$ cat src/rtl/mask_pipe_reg.sv
// rtl/mask_pipe_reg.sv - masked valid/ready pipeline register with bubble collapse
// Optional skid entry ahead of stage 0 is enabled by defining MASK_PIPE_SKID_EN.
module mask_pipe_reg #(
  parameter int WIDTH = 256,
  parameter int DEPTH = 2,
  parameter logic [WIDTH-1:0] RESET_VAL = WIDTH'({16'hFFFF, {240{1'b0}}}),
  parameter logic [WIDTH-1:0] MASK      = WIDTH'({16'hFFFF, {240{1'b0}}})
) (
  input  logic                         clk,
  input  logic                         reset_n,
  input  logic                         flush,
  input  logic                         in_valid,
  output logic                         in_ready,
  input  logic [WIDTH-1:0]             in_data,
  input  logic                         in_clear,
  output logic                         out_valid,
  input  logic                         out_ready,
  output logic [WIDTH-1:0]             out_data,
  output logic [$clog2(DEPTH+2)-1:0]   occupancy
);

  localparam int OW = $clog2(DEPTH+2);

  // stage DEPTH-1 is the output stage
  logic [DEPTH-1:0] stg_valid;
  logic [DEPTH-1:0] stg_adv;
  logic [DEPTH-1:0] stg_load;
  logic [WIDTH-1:0] stg_data [DEPTH];
  logic [WIDTH-1:0] stg_src  [DEPTH];

  logic             run_en;
  logic             accept;
  logic             stg0_free;
  logic             load0;
  logic [WIDTH-1:0] cap_data;
  logic [WIDTH-1:0] stg0_src;
  logic [OW-1:0]    occ_cnt;

  // in_clear applies the mask to the beat as it is captured
  assign cap_data = in_clear ? (in_data ^ MASK) : in_data;

  // run_en keeps in_ready low for the first cycle after reset release
  always_ff @(posedge clk or negedge reset_n) begin
    if (!reset_n) begin
      run_en <= 1'b0;
    end else begin
      run_en <= 1'b1;
    end
  end

  // advance chain: a stage moves when downstream is empty or also moving
  always_comb begin
    stg_adv = '0;
    stg_adv[DEPTH-1] = stg_valid[DEPTH-1] & out_ready;
    for (int k = DEPTH-2; k >= 0; k--) begin
      stg_adv[k] = stg_valid[k] & (~stg_valid[k+1] | stg_adv[k+1]);
    end
  end

  assign stg0_free = ~stg_valid[0] | stg_adv[0];

`ifdef MASK_PIPE_SKID_EN
  logic             sk_valid;
  logic [WIDTH-1:0] sk_data;

  // in_ready only depends on the registered skid state (plus flush/startup gating)
  assign in_ready = run_en & ~flush & ~sk_valid;
  assign accept   = in_valid & in_ready;
  // skid beat is always older than a new one, so it has priority into stage 0
  assign load0    = ~flush & stg0_free & (sk_valid | accept);
  assign stg0_src = sk_valid ? sk_data : cap_data;

  // skid entry catches a beat that stage 0 cannot take this cycle
  always_ff @(posedge clk or negedge reset_n) begin
    if (!reset_n) begin
      sk_valid <= 1'b0;
      sk_data  <= RESET_VAL;
    end else if (flush) begin
      sk_valid <= 1'b0;
    end else if (accept && !stg0_free) begin
      sk_valid <= 1'b1;
      sk_data  <= cap_data;
    end else if (sk_valid && stg0_free) begin
      sk_valid <= 1'b0;
    end
  end
`else
  // without a skid entry in_ready follows the advance chain combinationally
  assign in_ready = run_en & ~flush & stg0_free;
  assign accept   = in_valid & in_ready;
  assign load0    = accept;
  assign stg0_src = cap_data;
`endif

  // per-stage load enables; flush suppresses every data move
  always_comb begin
    stg_load = '0;
    stg_load[0] = load0;
    for (int k = 1; k < DEPTH; k++) begin
      stg_load[k] = stg_adv[k-1] & ~flush;
    end
  end

  // per-stage data source: stage 0 from input side, others from upstream stage
  always_comb begin
    stg_src[0] = stg0_src;
    for (int k = 1; k < DEPTH; k++) begin
      stg_src[k] = stg_data[k-1];
    end
  end

  // stage registers: flush clears valids only, data is left in place
  always_ff @(posedge clk or negedge reset_n) begin
    if (!reset_n) begin
      stg_valid <= '0;
      for (int k = 0; k < DEPTH; k++) begin
        stg_data[k] <= RESET_VAL;
      end
    end else begin
      for (int k = 0; k < DEPTH; k++) begin
        if (flush) begin
          stg_valid[k] <= 1'b0;
        end else if (stg_load[k]) begin
          stg_valid[k] <= 1'b1;
        end else if (stg_adv[k]) begin
          stg_valid[k] <= 1'b0;
        end
        if (stg_load[k]) begin
          stg_data[k] <= stg_src[k];
        end
      end
    end
  end

  // occupancy is the population count of all held beats
  always_comb begin
    occ_cnt = '0;
    for (int k = 0; k < DEPTH; k++) begin
      occ_cnt = occ_cnt + OW'(stg_valid[k]);
    end
`ifdef MASK_PIPE_SKID_EN
    occ_cnt = occ_cnt + OW'(sk_valid);
`endif
  end

  assign occupancy = occ_cnt;
  assign out_valid = stg_valid[DEPTH-1];
  assign out_data  = stg_data[DEPTH-1];

endmodule

$ cat config.mk
export PLATFORM = sky130hd
export DESIGN_NAME = mask_pipe_reg
export DESIGN_NICKNAME = d
export VERILOG_FILES = /design/src/rtl/mask_pipe_reg.sv
export SDC_FILE = /design/constraint.sdc
export NUM_CORES = 1
export LEC_CHECK = 0
export CAP_MARGIN = 20
export CORE_MARGIN = 2
export CORE_UTILIZATION = 50
export CTS_CLUSTER_DIAMETER = 80
export DETAILED_ROUTE_END_ITERATION = 8
export PLACE_DENSITY = 0.86
export SYNTH_ARGS = -nofsm -noshare
export SYNTH_HDL_FRONTEND = slang
export SYNTH_SLANG_ARGS = --single-unit
$ cat constraint.sdc
create_clock -name clk -period 1.99 [get_ports clk]
set_input_delay 0.2985 -clock clk [delete_from_list [all_inputs] [get_ports clk]]
set_output_delay 0.2985 -clock clk [all_outputs]
set_load 0.02 [all_outputs]
After elaboration in Yosys (flattened, before gate mapping)
Index checks and enable logic that the tools add are counted.
{"block": "totals", "out_inout_bits": 260, "word_cells": 27, "regBits": 515, "inputBits": 262}
{"block": "classes", "bitwise": 12, "mux": 7, "reduce_logical": 2, "n_addsub": 1}
{"cell": "2-to-1 mux 256 bit", "n": 1}
{"cell": "inverter 16 bit", "n": 1}
{"cell": "AND 1 bit", "n": 6}
{"cell": "2-to-1 mux 1 bit", "n": 6}
{"cell": "nonzero test 3 bit", "n": 2}
{"cell": "inverter 1 bit", "n": 3}
{"cell": "adder 1 x 1 -> 2 bit", "n": 1}
{"cell": "OR 1 bit", "n": 2}

Longest topological paths before layout
Gate-level depths: netlist (run 1).
{"block": "logic_depth", "depth_word": 8, "ltp_mapped": 6, "ltp_nobuf": 3}

Worst setup path before layout (run 1)
Ideal clock, no wire load.
{"block": "synth_path", "path_type": "register to register", "startpoint": "reg stg_valid[1]", "endpoint": "reg stg_data (netlist bit out_data[100])", "stages_incl_launch_ff": 7, "required_time_ns": 1.865, "t_arrival_ns": 1.675, "setup_ns": 0.125, "n_path_buf": 3, "path_slack_ns": 0.190, "cell_sequence": "dfrtp_1 nor2b_4 or3b_1 buf_2 buf_6 buf_6 mux2_4"}
{"block": "synth_between", "elab_chain_cells": 4, "word_cells_on_any_way": 5, "cone_classes": "5 x bitwise"}
{"element": "start, declared", "line_no": "25", "text": "logic [DEPTH-1:0] stg_valid;"}
{"element": "start signal, assigned", "line_no": "115", "text": "stg_valid <= '0;"}
{"element": "start signal, assigned by index", "line_no": "122", "text": "stg_valid[k] <= 1'b0;"}
{"element": "start signal, assigned by index", "line_no": "124", "text": "stg_valid[k] <= 1'b1;"}
{"element": "AND 1 bit / inverter 1 bit (equally long branches)", "line_no": "54, 56"}
{"element": "OR 1 bit *", "line_no": "56", "text": "stg_adv[k] = stg_valid[k] & (~stg_valid[k+1] | stg_adv[k+1]);"}
{"element": "AND 1 bit *", "line_no": "56"}
{"element": "AND 1 bit *", "line_no": "100", "text": "stg_load[k] = stg_adv[k-1] & ~flush;"}
{"element": "end signal, assigned by index", "line_no": "129", "text": "stg_data[k] <= stg_src[k];"}
{"element": "end, declared", "line_no": "28", "text": "logic [WIDTH-1:0] stg_data [DEPTH];"}
Every way passes the cells marked *; elsewhere a longest branch is shown, timed or not.
A chain may end at the register's enable or synchronous reset.

Worst setup path in the final report (run 1)
{"block": "layout_path", "startpoint": "reg stg_data (netlist bit out_data[38])", "endpoint": "out out_data[38]"}
{"element": "end, declared", "line_no": "18", "text": "output logic [WIDTH-1:0] out_data,"}
No word-level cell between the ends.

==> results of run 1 <==
## routing by layer
metal / track usage, % / vias to the layer above / part of all wire, %
met3: 6.26 / 105 / 6.4
li1: - / 5074 / -
met1: 26.7 / 6031 / 39
met5: 0 / - / 0.053
met2: 37.6 / 398 / 51
met4: 7.86 / 4 / 3.3
## area by class of cell
type | instances | area share [%]
Sequential cell | 515 | 45.5
Multi-Input combinational cell | 538 | 24.3
Timing Repair Buffer | 593 | 21.3
Clock buffer | 75 | 5.48
Tap cell | 592 | 2.61
Clock inverter | 21 | 0.836
Antenna cell | 4 | 0.0352
Inverter | 2 | 0.0264
## cell families (layout without fill, tap and decap cells)
family | Yosys count | count (layout) | share of synthesized area [%]
compound gates | 3 | 3 | 0.118
xor+xnor | 16 | 16 | 0.629
fa+ha+maj | 1 | 1 | 0.0562
buf+inv | 317 | 691 | 11.0
flops | 515 | 515 | 58.1
mux | 512 | 512 | 29.9
other cells | 1 | 5 | 0.0168
simple gates | 5 | 5 | 0.163
## metrics by stage
step           hold slack (ps)  TNS (ps)  instances  area (sq um)  total power [uW]
6_report                   245         0       2340         28400             36800
5_1_grt                    278         0       2339         28400             38300
4_1_cts                    231         0       2336         28400             37100
3_5_place_dp               268   -102820       2239         26600             26900
3_3_place_gp               263    -92160       2239         26600             26400
2_1_floorplan             2.91         0       1370         22300             23600
## worst max-delay path by stage
stage	from	endpoint	slack, ps
final	out_data[38]	out_data[38]	40
after global routing	out_data[190]	out_data[190]	1
after CTS	stg_valid[0]	occupancy[0]	9
after detailed placement	flush	stg_data[357]	-290
after global placement	flush	stg_data[419]	-280
after floorplan	stg_valid[1]	out_data[100]	190
## synth_stat cells, types with 2 or more instances
master / instances / area share [%]
mux2_2: 244 / 12
inv_1: 2 / 0.034
mux2_1: 28 / 1.4
mux2_4: 240 / 16
buf_6: 27 / 1.4
dfrtp_1: 483 / 54
xor2_1: 16 / 0.63
buf_4: 279 / 9.4
buf_2: 8 / 0.18
nor2_1: 2 / 0.034
dfstp_2: 32 / 3.8
## sequential cells by signal, indices dropped and copies added (netlist names)
name / cells
run_en: 1
stg_data: 256
out_data: 256
stg_valid: 2
## timing repair
| item | 4_1_cts | 5_1_grt |
|---|---|---|
| pin swaps | 0 | 0 |
| gates resized for setup | 24 | 5 |
| hold buffers | 1 | 0 |
| setup buffers | 0 | 0 |
| gates cloned | 0 | 0 |
| setup endpoints to repair | 21 | 5 |
| endpoints found under the hold margin | 35 | 0 |
## power groups by stage
stage               clock network (uW)  registers, uW  logic [uW]
finish                           10100          15300       11400
global route                     10800          15600       11900
CTS                              10300          15300       11500
detailed placement                   0          15400       11500
global placement                     0          15200       11200
floorplan                            0          14700        8890
==> summary.md, run 1 <==
| Metric | Value |
|---|---|
| Outcome | complete, no violations |
| Die area | between 40000 and 50000 sq um |
| Net Count, Synth | roughly 1600 |
| Worst reg-to-reg path cell count | 5 |
| Clock share of power | around 28% |
| Seq/Total Area, Yosys | about 58% |
| Top FF cell, synth | dfrtp_1 |
| CP peak stage delay | between 600 and 700 ps |
| Crit path kind | flop to output pin |
| Cell-internal power | around 26000 uW |
| Clock buffer depth | 3 |
| R2R setup slack | 120 ps |
| Top Ports | 522 |
| Required @ worst endpoint | around 1700 ps |
| Overall Global Routing Usage | around 22% |
| Unique masters post-synth | 20 |
| DRC | 0 |
| Area Growth Syn to Fin | 27.7% |
| Worst-skew pair later-pin latency | about 600 ps |
| Worst r2r src | stg_valid[1] |
| Port buffer count | 521 |
| Worst-Margin Slew | 534 ps |
| CTS buffer count | 52 |
| Initial DRC count | slightly below 600 |
| Sw Share | around 29% |
| Worst Path Arrival | about 1700 ps |
| CTS tree | built |
| WL per Instance | roughly 22 microns |
| Final nets | between 1500 and 2000 |
| Router iterations before antenna repair | 4 |
| RePlAce Congestion | approximately 0.83 |
| Min-delay worst type | input port to async pin |
| Crit-path cells | clkdlybuf4s50_1 |
| Leak pwr | 0.0130 uW |
| PD cells | between 1000 and 1500 nW/um^2 |
| Post-Syn Area | roughly 22000 sq um |
| Async SR Flop Fraction | between 90% and 100% |
| Crit path buf inv count | 1 |
| Most common cell after layout, fill and taps aside | clkdlybuf4s50_1 |
| Vias per Instance | approximately 5.0 |
| Setup Skew | 24.3 ps |
| Drt total wl | around 51 mm |
| Most frequent cells in the layout | clkdlybuf4s50_1, dfrtp_1, mux2_2, mux2_4, clkbuf_16 |
| Yosys reg bits | approximately 520 |
| Number of cells on the critical path | 1 |
| Area of the multi-input gates | slightly below 7000 sq um |
| Rel. slew slack | ~64% |
| Syn avg cell area | 16.3 sq um |
| Layout cells sized above 1 | between 30% and 40% |
| Final antenna-violating net count | 0 |
| Final setup fails | 0 |
| RSZ-0062 raised after global routing | false |
| Part of the cycle the worst path needs | slightly below 100% |
| Net Sw Power | between 10000 and 15000 uW |
| Final worst slack | about 36 ps |
| CP endpoint kind | output pin |
| DP HPWL | ~36 mm |
| Largest net degree at the start of global routing | 60 |
| IR drop worst, VDD | about 920 uV |
| First-pass GRT wire length | just under 80 mm |
| MaxCap Viol Count | 0 |
| Die Y-Extent | 215 microns |
| Starting Density | 50.5% |
| CTS clk-pin slew, worst paths | 60 ps |
| Die X | approximately 220 microns |
| Core Util, Final | approximately 64% |
| Number of fill cells in the layout | between 2000 and 3000 |
| # rows | 77 |
| Ys Warns | 0 |
| Root Driver | clkbuf_16 |
| Grt ovf | 0 |
| Reg power frac | 41.6% |
| Period minus WS final | between 1500 and 2000 ps |
| Final hold vios | 0 |
| Core area | around 44000 sq um |
| Comb pwr share | 30.9% |
| Register area | between 10000 and 15000 sq um |
| CP max-delay cell | clkdlybuf4s50_1 |
| Pre-CTS WS | -295 ps |
| Initial antenna violation count | 5 |
| Element type at the critical path start | flop |
| Critical Path Fanout Max | 2 |
| CTS Sinks | about 520 |
| Mapped Cells | 1370 |
| CTS H-tree lvls | 2 |
| Vias | about 12000 |
| Max Transition Viols Final | 0 |
| Top delay family on crit path | buffers and inverters |
| Number of global-route vias before repair | about 13000 |
| RR Endpoint | stg_data[442] |
| Post-synth EDFFs | 0 |
| Peak Freq | between 500 and 600 MHz |
Power figures use the tool's default switching activity.
==> run 2: changes to the inputs <==
Settings changed: CORE_MARGIN 2 to 3, CORE_UTILIZATION 50 to 35, PLACE_DENSITY 0.86 to 0.65.
==> run 2 against run 1 <==
Critical path depth unchanged. Sequential share of layout area shrank 0.83 points. Non-clock buffer count up 9. Critical endpoint is now out_data[205]. Setup slack improved by 39 ps. Combinational power barely moved. Via count decreased by 0.62%. Largest power group unchanged. Hold slack worse by 9.5 ps. Clock skew rose by 3.8 ps. Cell count grew 11%. Wire length up 1.9%.
==> summary.md, run 2 (synthesis gave the netlist of run 1 again) <==
| Metric | Value |
|---|---|
| Outcome | complete, no violations |
| Core Util, Final | 46.5% (-18 points) |
| Most frequent cells in the layout | clkdlybuf4s50_1, dfrtp_1, mux2_2, mux2_4, clkbuf_16 |
| Final antenna-violating net count | 0 (unchanged) |
| Required @ worst endpoint | 1690 ps (about the same) |
| Vias per Instance | 4.44 (-11%) |
| Root Driver | clkbuf_16 |
| Router iterations before antenna repair | 4 (unchanged) |
| Critical Path Fanout Max | 2 (unchanged) |
| Part of the cycle the worst path needs | 96.3% (-1.9 points) |
| CTS buffer count | 55 (+5.8%) |
| Max Transition Viols Final | 0 (unchanged) |
| # rows | 91 (+18%) |
| Element type at the critical path start | flop |
| Crit path buf inv count | 1 (unchanged) |
| Post-Layout Cell Count | 2600 (+11%) |
| Starting Density | 35.7% (-15 points) |
| Crit-path cells | clkdlybuf4s50_1 |
| Area Growth Syn to Fin | 30.1% |
| Number of global-route vias before repair | 12900 (-2.5%) |
| Final worst slack | 74.4 ps (+38.8 ps) |
| RSZ-0062 raised after global routing | false |
| Clock buffer depth | 3 (unchanged) |
| Die X | 258 microns (+20%) |
| Rel. slew slack | 65.5% (+1.1 points) |
| Initial DRC count | 384 (-34%) |
| CP max-delay cell | clkdlybuf4s50_1 |
| Leak pwr | 0.0131 uW (+0.86%) |
| CTS tree | built |
| Drt total wl | 51.6 mm (+1.9%) |
| Final nets | 1977 (+0.61%) |
| Largest net degree at the start of global routing | 82 (+37%) |
| Top delay family on crit path | buffers and inverters |
| CTS clk-pin slew, worst paths | 60 ps (about the same) |
| Initial antenna violation count | 6 (+1) |
| Worst-skew pair later-pin latency | 600 ps (about the same) |
| IR drop worst, VDD | 672 uV (-27%) |
| Layout cells sized above 1 | 39.5% (+0.31 points) |
| Worst-Margin Slew | 517 ps (-17.1 ps) |
| Overall Global Routing Usage | 15.2% (-6.8 points) |
| CP peak stage delay | 640 ps (-40 ps) |
| Min-delay worst type | input port to async pin |
| RePlAce Congestion | 0.792 (-4.3%) |
| DP HPWL | 37.8 mm (+4.1%) |
| Worst Path Arrival | 1620 ps (-40 ps) |
| Core area | 62300 sq um (+41%) |
| Total design power | 37500 uW (+1.8%) |
| Peak Freq | 522 MHz (+2.0%) |
| WL per Instance | 19.8 microns (-8.3%) |
| Final setup fails | 0 (unchanged) |
| Placed cell count | 2491 (+11%) |
| First-pass GRT wire length | 79.0 mm (about the same) |
| CTS H-tree lvls | 2 (unchanged) |
| Most common cell after layout, fill and taps aside | clkdlybuf4s50_1 |
| DRC | 0 (unchanged) |
| Port buffer count | 521 (unchanged) |
| PD cells | 1290 nW/um^2 (about the same) |
| Pre-CTS WS | -248 ps (+47.2 ps) |
| CTS Sinks | 515 (unchanged) |
| Final instance area | 29000 sq um (+1.9%) |
| Final hold vios | 0 (unchanged) |
| Grt ovf | 0 (unchanged) |
| Die Y-Extent | 258 microns (+20%) |
| Setup Skew | 28.2 ps (+3.84 ps) |
| Die area | 66700 sq um (+44%) |
| Crit path kind | flop to output pin |
| CP endpoint kind | output pin |
| Period minus WS final | 1920 ps (-38.8 ps) |
| Top Ports | 522 (unchanged) |
| Dpl cell area | 27000 sq um (+1.3%) |
| Vias | 11500 (-0.62%) |
| MaxCap Viol Count | 0 (unchanged) |
run 2: worst reg2reg max path, stage by stage (launching register included):
cell	delay, ps
dfrtp_1	400
nor2b_4	160
a211oi_4	280
buf_4	320
buf_12	230
mux2_2	370
run 2: timing repair:
item / CTS / global route
hold endpoints to repair: 22 / 0
setup endpoints to repair: 30 / 2
resized for setup: 36 / 1
hold buffers: 1 / 0
setup buffers: 0 / 2
run 2: stage by stage:
| stage | hold WS [ps] | TNS (ps) |
|---|---|---|
| after detailed placement | 274 | -86530 |
| after CTS | 208 | 0 |
| after global routing | 233 | 0 |
| final | 236 | 0 |
| after global placement | 268 | -82630 |
| after floorplan | 2.91 | 0 |
run 2: path summary, 6_finish.rpt:
| path | start | end | slack [ps] | depth (start not counted) |
|---|---|---|---|---|
| worst min register to register | stg_data[385] | out_data[129] | 480 | 1 |
| worst min-delay path | reset_n | out_data[148] | 240 | 2 |
| max in group asynchronous | reset_n | out_data[139] | 890 | 4 |
| worst max register to register | stg_valid[1] | stg_data[324] | 110 | 5 |
| min in group clk | in_data[17] | stg_data[273] | 310 | 2 |
| worst max-delay path | out_data[205] | out_data[205] | 70 | 1 |
run 2: per-layer routing:
layer  vias up  track usage (%)  part of all wire (%)  routed length (microns)
li1       5125                -                     -                        -
met1      5954             18.1                    39                    20100
met2       349             25.9                    50                    25700
met3       106             4.94                   8.0                     4110
met4         6             5.40                   3.1                     1610
met5         -                0                 0.074                       38
run 2: final cells by class:
| type | instances | area [sq um] |
|---|---|---|
| Tap cell | 837 | 1050 |
| Clock inverter | 24 | 377 |
| Fill cell | 5432 | 33300 |
| Clock buffer | 77 | 1590 |
| Sequential cell | 515 | 12900 |
| Multi-Input combinational cell | 538 | 6900 |
| Inverter | 2 | 7.51 |
| Antenna cell | 5 | 12.5 |
| Timing Repair Buffer | 602 | 6110 |
run 2: report_power, final:
part,total (uW),leakage (uW),internal (uW),switching (uW)
clock,11000,0.000954,6740,4210
sequential,15200,0.00613,13500,1730
combinational,11300,0.00604,6550,4770
